`config.mk`:
```
export PLATFORM = sky130hd
export DESIGN_NAME = prom_access_arb_flat
export DESIGN_NICKNAME = d
export VERILOG_FILES = /design/src/rtl/prom_access_arb_pkg.sv /design/src/rtl/prom_access_arb_if.sv /design/src/rtl/prom_access_arb_arbpick2.sv /design/src/rtl/prom_access_arb.sv /design/src/flat_wrapper.sv
export SDC_FILE = /design/constraint.sdc
export NUM_CORES = 1
export LEC_CHECK = 0
export ABC_AREA = 1
export CORE_AREA = 2 2 58 60
export DETAILED_ROUTE_END_ITERATION = 7
export DIE_AREA = 0 0 60 62
export PLACE_DENSITY = 0.65
export SYNTH_ARGS = -nofsm -noshare
export SYNTH_HDL_FRONTEND = slang
export SYNTH_SLANG_ARGS = --single-unit
export TNS_END_PERCENT = 10
```
`constraint.sdc`:
```
create_clock -name clk -period 1.49 [get_ports clk]
set_clock_uncertainty 0.15 [all_clocks]
set_input_delay 0.298 -clock clk [delete_from_list [all_inputs] [get_ports clk]]
set_output_delay 0.298 -clock clk [all_outputs]
set_load 0.005 [all_outputs]
```
`src/rtl/prom_access_arb_pkg.sv`:
```
// prom_access_arb_pkg: shared state encodings, WAIT legal range and port indices for the PROM arbiter.
package prom_access_arb_pkg;

    typedef enum logic [1:0] {
        S_IDLE   = 2'd0,
        S_ACCESS = 2'd1,
        S_DONE   = 2'd2
    } state_t;

    localparam int WAIT_MIN = 1;
    localparam int WAIT_MAX = 15;

    localparam logic P0 = 1'b0;
    localparam logic P1 = 1'b1;

endpackage

```
`src/rtl/prom_access_arb_if.sv`:
```
// prom_access_arb_if: requester-side bus of the PROM arbiter (two read ports plus shared read data).
interface prom_access_arb_if #(
    parameter int AW = 5,
    parameter int DW = 8
);
    logic          req0;
    logic [AW-1:0] addr0;
    logic          gnt0;
    logic          vld0;
    logic          req1;
    logic [AW-1:0] addr1;
    logic          gnt1;
    logic          vld1;
    logic [DW-1:0] rdata;
    logic          busy;

    modport master (
        output req0, addr0, req1, addr1,
        input  gnt0, vld0, gnt1, vld1, rdata, busy
    );

    modport slave (
        input  req0, addr0, req1, addr1,
        output gnt0, vld0, gnt1, vld1, rdata, busy
    );
endinterface

```
`src/rtl/prom_access_arb_arbpick2.sv`:
```
// prom_access_arb_arbpick2: combinational two-way picker, fixed priority (port 0) or round-robin against 'last'.
module prom_access_arb_arbpick2
    import prom_access_arb_pkg::*;
(
    input  logic req0,
    input  logic req1,
    input  logic last,
    input  logic rr,
    output logic win,
    output logic any
);
    // a lone request always wins; a tie goes to port 0, or to the port not granted last in round-robin
    always_comb begin
        any = req0 | req1;
        win = (req0 & req1) ? (rr ? ~last : P0) : req1;
    end
endmodule

```
`src/rtl/prom_access_arb.sv`:
```
// prom_access_arb: two-port read arbiter/sequencer for an async-read PROM; PROM_RR_EN selects round-robin arbitration.
module prom_access_arb
    import prom_access_arb_pkg::*;
#(
    parameter int AW   = 5,
    parameter int DW   = 8,
    parameter int WAIT = 2
) (
    input  logic          clk,
    input  logic          rst_,
    prom_access_arb_if.slave bus,
    output logic [AW-1:0] rom_a,
    output logic          rom_cs_,
    input  logic [DW-1:0] rom_q
);
    localparam logic [3:0] WAIT_M1 = 4'(WAIT - 1);

    if (WAIT < WAIT_MIN || WAIT > WAIT_MAX) begin : g_wait_bad
        $error("prom_access_arb: WAIT=%0d outside %0d..%0d", WAIT, WAIT_MIN, WAIT_MAX);
    end

    state_t        state, state_nxt;
    logic [3:0]    cnt, cnt_nxt;
    logic          owner, owner_nxt;
    logic [AW-1:0] rom_a_nxt;
    logic          rom_cs_nxt;
    logic [DW-1:0] rdata_nxt;
    logic          gnt0_nxt, gnt1_nxt, vld0_nxt, vld1_nxt;
    logic          win, any, last, rr;

`ifdef PROM_RR_EN
    assign rr = 1'b1;
    // remember the most recently granted port; port 1 after reset so port 0 goes first
    always_ff @(posedge clk or negedge rst_) begin
        if (!rst_)
            last <= P1;
        else if (state == S_IDLE && any)
            last <= win;
    end
`else
    assign rr   = 1'b0;
    assign last = P1;
`endif

    prom_access_arb_arbpick2 u_pick (
        .req0 (bus.req0),
        .req1 (bus.req1),
        .last (last),
        .rr   (rr),
        .win  (win),
        .any  (any)
    );

    // next state plus next value of every registered output
    always_comb begin
        state_nxt  = state;
        cnt_nxt    = cnt;
        owner_nxt  = owner;
        rom_a_nxt  = rom_a;
        rom_cs_nxt = 1'b1;
        rdata_nxt  = bus.rdata;
        gnt0_nxt   = 1'b0;
        gnt1_nxt   = 1'b0;
        vld0_nxt   = 1'b0;
        vld1_nxt   = 1'b0;
        case (state)
            S_IDLE: if (any) begin
                state_nxt  = S_ACCESS;
                cnt_nxt    = WAIT_M1;
                owner_nxt  = win;
                rom_a_nxt  = win ? bus.addr1 : bus.addr0;
                rom_cs_nxt = 1'b0;
                gnt0_nxt   = ~win;
                gnt1_nxt   = win;
            end
            S_ACCESS: if (cnt != 4'd0) begin
                cnt_nxt    = cnt - 4'd1;
                rom_cs_nxt = 1'b0;
            end else begin
                state_nxt  = S_DONE;
                rdata_nxt  = rom_q;
                vld0_nxt   = ~owner;
                vld1_nxt   = owner;
            end
            S_DONE:  state_nxt = S_IDLE;
            default: state_nxt = S_IDLE;
        endcase
    end

    // all state and outputs registered; reset forces chip select high immediately
    always_ff @(posedge clk or negedge rst_) begin
        if (!rst_) begin
            state     <= S_IDLE;
            cnt       <= 4'd0;
            owner     <= P0;
            rom_a     <= '0;
            rom_cs_   <= 1'b1;
            bus.rdata <= '0;
            bus.gnt0  <= 1'b0;
            bus.gnt1  <= 1'b0;
            bus.vld0  <= 1'b0;
            bus.vld1  <= 1'b0;
            bus.busy  <= 1'b0;
        end else begin
            state     <= state_nxt;
            cnt       <= cnt_nxt;
            owner     <= owner_nxt;
            rom_a     <= rom_a_nxt;
            rom_cs_   <= rom_cs_nxt;
            bus.rdata <= rdata_nxt;
            bus.gnt0  <= gnt0_nxt;
            bus.gnt1  <= gnt1_nxt;
            bus.vld0  <= vld0_nxt;
            bus.vld1  <= vld1_nxt;
            bus.busy  <= state_nxt != S_IDLE;
        end
    end
endmodule

```
`src/flat_wrapper.sv`:
```
// flat-port wrapper written by rule: the top's interface ports become plain ports
module prom_access_arb_flat import prom_access_arb_pkg::*;
#(
    parameter int AW   = 5,
    parameter int DW   = 8,
    parameter int WAIT = 2
)
  (clk, rst_, rom_a, rom_cs_, rom_q, bus_req0, bus_addr0, bus_req1, bus_addr1, bus_gnt0, bus_vld0, bus_gnt1, bus_vld1, bus_rdata, bus_busy);
  prom_access_arb_if #(.AW(AW), .DW(DW)) bus_i ();
  input  logic clk;
  input  logic rst_;
  output logic [AW-1:0] rom_a;
  output logic rom_cs_;
  input  logic [DW-1:0] rom_q;
  input wire logic [$bits(bus_i.req0)-1:0] bus_req0;
  input wire logic [$bits(bus_i.addr0)-1:0] bus_addr0;
  input wire logic [$bits(bus_i.req1)-1:0] bus_req1;
  input wire logic [$bits(bus_i.addr1)-1:0] bus_addr1;
  output wire logic [$bits(bus_i.gnt0)-1:0] bus_gnt0;
  output wire logic [$bits(bus_i.vld0)-1:0] bus_vld0;
  output wire logic [$bits(bus_i.gnt1)-1:0] bus_gnt1;
  output wire logic [$bits(bus_i.vld1)-1:0] bus_vld1;
  output wire logic [$bits(bus_i.rdata)-1:0] bus_rdata;
  output wire logic [$bits(bus_i.busy)-1:0] bus_busy;
  assign bus_i.req0 = bus_req0;
  assign bus_i.addr0 = bus_addr0;
  assign bus_i.req1 = bus_req1;
  assign bus_i.addr1 = bus_addr1;
  assign bus_gnt0 = bus_i.gnt0;
  assign bus_vld0 = bus_i.vld0;
  assign bus_gnt1 = bus_i.gnt1;
  assign bus_vld1 = bus_i.vld1;
  assign bus_rdata = bus_i.rdata;
  assign bus_busy = bus_i.busy;
  prom_access_arb #(.AW(AW), .DW(DW), .WAIT(WAIT)) u_core (.clk(clk), .rst_(rst_), .bus(bus_i), .rom_a(rom_a), .rom_cs_(rom_cs_), .rom_q(rom_q));
endmodule
```
======== Yosys cells after proc, flatten, opt, wreduce, memory -nomap -nowiden ========
Cells that the tools add are included.
word-level totals
  flip-flop bits (word level) ............. 26
  latch bits .............................. 0
  bits in writable memories ............... 0
  ROM bits ................................ 0
  output and inout port bits .............. 19
  logic and storage cells ................. 46
  memories ................................ 0
cells by class
  $add $sub $neg .......................... 1
  $mul .................................... 0
  div/mod/pow operators ................... 0
  $lt $le $gt $ge ......................... 0
  equal/unequal tests ..................... 3
  shifts and indexed selects .............. 0
  muxes and demuxes ....................... 19
  bitwise logic cells ..................... 5
  reduce and logical (&&, ||, !) cells .... 7
operators by type and width
  operator                                          count
  2-to-1 mux 1 bit                                  11
  2-to-1 mux 4 bit                                  2
  one-hot mux 4 bit (2 select lines)                1
  2-to-1 mux 5 bit                                  1
  2-to-1 mux 2 bit                                  2
  != test 2 x 1 -> 1 bit, second input constant     2
  one-hot mux 2 bit (2 select lines)                1
  AND reduction 2 bit                               2
  nonzero test 2 bit                                2
  nonzero test 4 bit                                1
  subtractor 4 x 1 -> 4 bit, second input constant  1
  NOT 1 bit                                         3
  AND reduction 3 bit                               1
  == test 2 x 1 -> 1 bit, second input constant     1
  logical NOT 2 bit                                 1
  one-hot mux 1 bit (2 select lines)                1
  AND 1 bit                                         1
  bitwise OR 1 bit                                  1

======== Logic depth before layout (Yosys ltp) ========
  depth in word-level cells ............... 5
  gate-level depth with buffers ........... 8

======== Modules after synthesis ========
Synthesis repeated with hierarchy kept, for this count alone.
second synthesis, totals
  cells, all modules ...................... 121
  area total of the unflattened synthesis .. 1118.6 sq um
by module, submodules not included
  module                    times used  cells each  area each (sq um)  seq. area each (sq um)
  prom_access_arb           1           113         1078.5             651.9
  prom_access_arb_arbpick2  1           8           40.0               0.0

======== Worst setup path after synthesis ========
No wires, ideal clock.
  path kind ............................... register to register
  start point ............................. register u_core.cnt[0]
  end point ............................... register u_core.bus.rdata[1]
  library setup time ...................... 0.116 ns
  data arrival time ....................... 1.110 ns
  setup slack ............................. 0.114 ns
  cell stages (with the launch flop) ...... 9
  path buffers ............................ 1
  cell sequence ........................... dfrtp_1 inv_1 ha_1 nand2_2 inv_1 nand2_1 buf_4 nand2_1 nand2_1
between the ends
  longest elaborated chain between the ends .. 3
ends and longest elaborated chain
  what                                  line                      text
  start: declaration                    prom_access_arb.sv:23     logic [3:0] cnt, cnt_nxt;
  start signal: assignment              prom_access_arb.sv:106    cnt <= cnt_nxt;
  nonzero test 4 bit                    prom_access_arb.sv:76     S_ACCESS: if (cnt != 4'd0) begin
  NOT 1 bit (no source line)            --
  AND reduction 2 bit (no source line)  --
  end signal: assignment                prom_access_arb.sv:110    bus.rdata <= rdata_nxt;
  end: declaration                      prom_access_arb_if.sv:24  output gnt0, vld0, gnt1, vld1, rdata, busy
Every way passes these cells.
A chain may end at the register's enable or synchronous reset.

======== Final worst setup path ========
  start point ............................. register u_core.bus.rdata[2]
  end point ............................... output port bus_rdata[2]
RTL lines
  what              line                text
  end: declaration  flat_wrapper.sv:23  output wire logic [$bits(bus_i.rdata)-1:0] bus_rdata;
No word-level cell between the ends.

==> out/metrics.csv <==
metric,value,unit
outcome,finished clean,
gr ovfl total,0,
Synth area leaders,"dfrtp_1, nand2_1, nor2_1",
DIE AREA,3720,um2
Die Ht,62,um
min-delay worst type,in -> async,
Synth Area in XOR/XNOR,0.00832,
largest family of logic cells by synthesized area,simple AND/OR/NAND/NOR gates,
CP Capture Type,primary output,
RePlAce Congestion,0.852,
simple-gate share of the synthesized area,0.226,
clock transition at the registers of the reported paths,0.15,ns
Peak Freq,0.692,GHz
die width,60,um
Switching Share,0.356,
vias in the first global route,909,
DP Area,1580,um2
Design Power,3.06,mW
YS warnings,0,
critical-path cell list,dlygate4sd2_1,
worst-path fanout max,2,
Worst Path Buf+Inv,1,
mux cell area share after synthesis,0,
Top Family by Delay on Critical Path,flip-flops,
post-route ant nets,0,
CTS tree,yes,
Synth Area per Inst,9.40,um2
final hold violation count,0,
post-synthesis compound-gate area fraction,0.0880,
Detail Placement HPWL,1.74,mm
Vias,920,
antenna cells,0,
1st-iter DRT viols,47,
H-tree Lvls,1,
Adder-Cell Fraction of Synth Area,0.0119,
initial core utilization,0.331,
Max-Cap Viols,0,
# IOs,41,
Clock power frac,0.160,
critical path data arrival time,1.00,ns
Cell variety after synth,19,
"Top FF cell, synth",dfrtp_1,
Critical Path Start Type,flip-flop,
period utilization,0.969,
Slew @ Worst Pin,0.283,ns
Relative slew margins,0.811,
Core Footprint,3180,um2
share of the yosys chip area belonging to registers,0.620,
WS Path Type,reg -> out,
GR Util All Layers,0.132,
asr flop ratio synth,1.00,
fin. max-slew vios,0,
Reg power frac,0.388,
CP peak stage delay,0.41,ns
CTS sink cnt,26,
P_sw,1.09,mW
CTS Buf Count,3,
I/O Buffers,40,
Area growth syn-to-layout,54.6,%
largest area contributor in the netlist,dfrtp_1,
Leakage Power,0.812,nW
largest net degree at the start of global routing,27,
clock latency on the worst-skew pair,0.33,ns
minimum clock period,1.44,ns
RSZ-0062 raised after global routing,yes,
vias per cell,4.38,
top-count cell post-synth,nand2_1,
fin area,1630,um2
VDD IR max,0.000774,V
final setup fails,0,
Final #Nets,188,
Post-synth top cells,"nand2_1, dfrtp_1, nor2_1",
Mapped Nets,135,
Synth Register Bits,26,
Post-synth EDFFs,0,
Pint,1.97,mW
WL/cell,11.1,um
share of post-route cells with drive strength above 1,0.152,
Mapped Area,1050,um2
initial antenna violation count,0,
top cell type's share of synthesized area,0.595,
power density over the cells,1880,nW/um2
first-pass GRT wire length,3.66,mm
hold buffer count at CTS,0,
critical path required time,1.04,ns
clock root cell,clkbuf_4,
# DRC,0,
CP max stage cell,dfrtp_1,
num rows,21,
clk buf depth,2,
Mapped Cells,112,
final wirelength,2.32,mm
combinational power share,0.452,
first-pass detailed-route iteration total,4,
==> cell usage in the layout, fill, tap and decap left out, drive strengths merged <==
master / instances
xor2: 1
o21ai: 2
bufinv: 1
buf: 10
nand4: 1
o22ai: 2
inv: 11
nand3: 7
dlygate4sd2: 10
dfstp: 1
clkdlybuf4s50: 21
ha: 1
dfrtp: 25
nor2: 17
clkbuf: 3
clkdlybuf4s15: 8
a21oi: 11
nand2: 32
==> path summary, 6_finish.rpt <==
check                             endpoint  slack (ns)  depth (start not counted)                 from
hold reg to reg            u_core.bus.vld0        0.28                          1         u_core.owner
setup / recovery              bus_rdata[2]        0.05                          1  u_core.bus.rdata[2]
max in group asynchronous   u_core.rom_cs_        0.81                          2                 rst_
hold / removal             u_core.rom_a[4]        0.14                          2                 rst_
setup reg to reg             u_core.cnt[0]        0.06                          7        u_core.cnt[0]
min in group clk           u_core.bus.vld0        0.28                          1         u_core.owner
==> registers in the layout, indices dropped and copies added, names as in the netlist <==
name              cells
u_core.bus.busy       1
u_core.cnt            4
u_core.bus.vld1       1
u_core.bus.vld0       1
u_core.state          2
u_core.rom_a          5
u_core.bus.gnt1       1
u_core.bus.gnt0       1
u_core.owner          1
u_core.bus.rdata      8
u_core.rom_cs_        1
==> layer usage <==
metal	vias to the layer above	global-route usage	part of all wire
met5	-	0	0
li1	457	-	-
met4	0	0.0889	0.021
met2	28	0.224	0.49
met1	430	0.155	0.45
met3	5	0.0228	0.045
==> power groups by stage <==
stage | Combinational, mW | Clock, mW | Sequential (mW)
2_1_floorplan | 0.714 | 0 | 1.20
3_3_place_gp | 1.44 | 0 | 1.20
3_5_place_dp | 1.48 | 0 | 1.20
4_1_cts | 1.32 | 0.502 | 1.18
5_1_grt | 1.56 | 0.527 | 1.23
6_report | 1.38 | 0.490 | 1.18
==> cells by family (layout without fill, tap and decap cells) <==
family | after synthesis | count (layout)
buffers and inverters | 12 | 64
AND/OR/NAND/NOR | 57 | 57
adder cells (fa/ha/maj) | 1 | 1
XOR/XNOR | 1 | 1
flip-flops | 26 | 26
AO/OA/AOI/OAI | 15 | 15
==> repair_timing <==
item	4_1_cts	5_1_grt
resized for setup	22	11
setup buffers	0	1
pin swaps	0	0
setup endpoints to repair	19	20
==> worst register-to-register path, delay by kind of cell (launching register included) <==
family | cells | cell delay, ns
AO/OA/AOI/OAI | 1 | 0.05
adder cells (fa/ha/maj) | 1 | 0.21
buffers and inverters | 2 | 0.18
flip-flops | 1 | 0.41
AND/OR/NAND/NOR | 3 | 0.34
==> per-stage QoR <==
step                TNS (ns)  hold slack, ns  setup WS [ns]  std cells  utilization
floorplan                  0          -0.148          0.114        112            -
global placement      -0.829           0.261        -0.0991        205        0.495
detailed placement     -1.13           0.268         -0.126        205        0.495
CTS                        0           0.128        0.00540        209        0.503
global route          -0.211           0.166        -0.0395        210        0.512
finish                     0           0.137         0.0456        210        0.512
==> layout make-up <==
type	instances	area [um2]
clock buffer	3	22.5
clock inverter	1	30.0
fill	296	1550
inverter	11	41.3
multi-input combinational	74	357
sequential	26	652
tap	46	57.6
timing repair buffer	49	467
No activity file was read; power rests on OpenSTA's default activity.
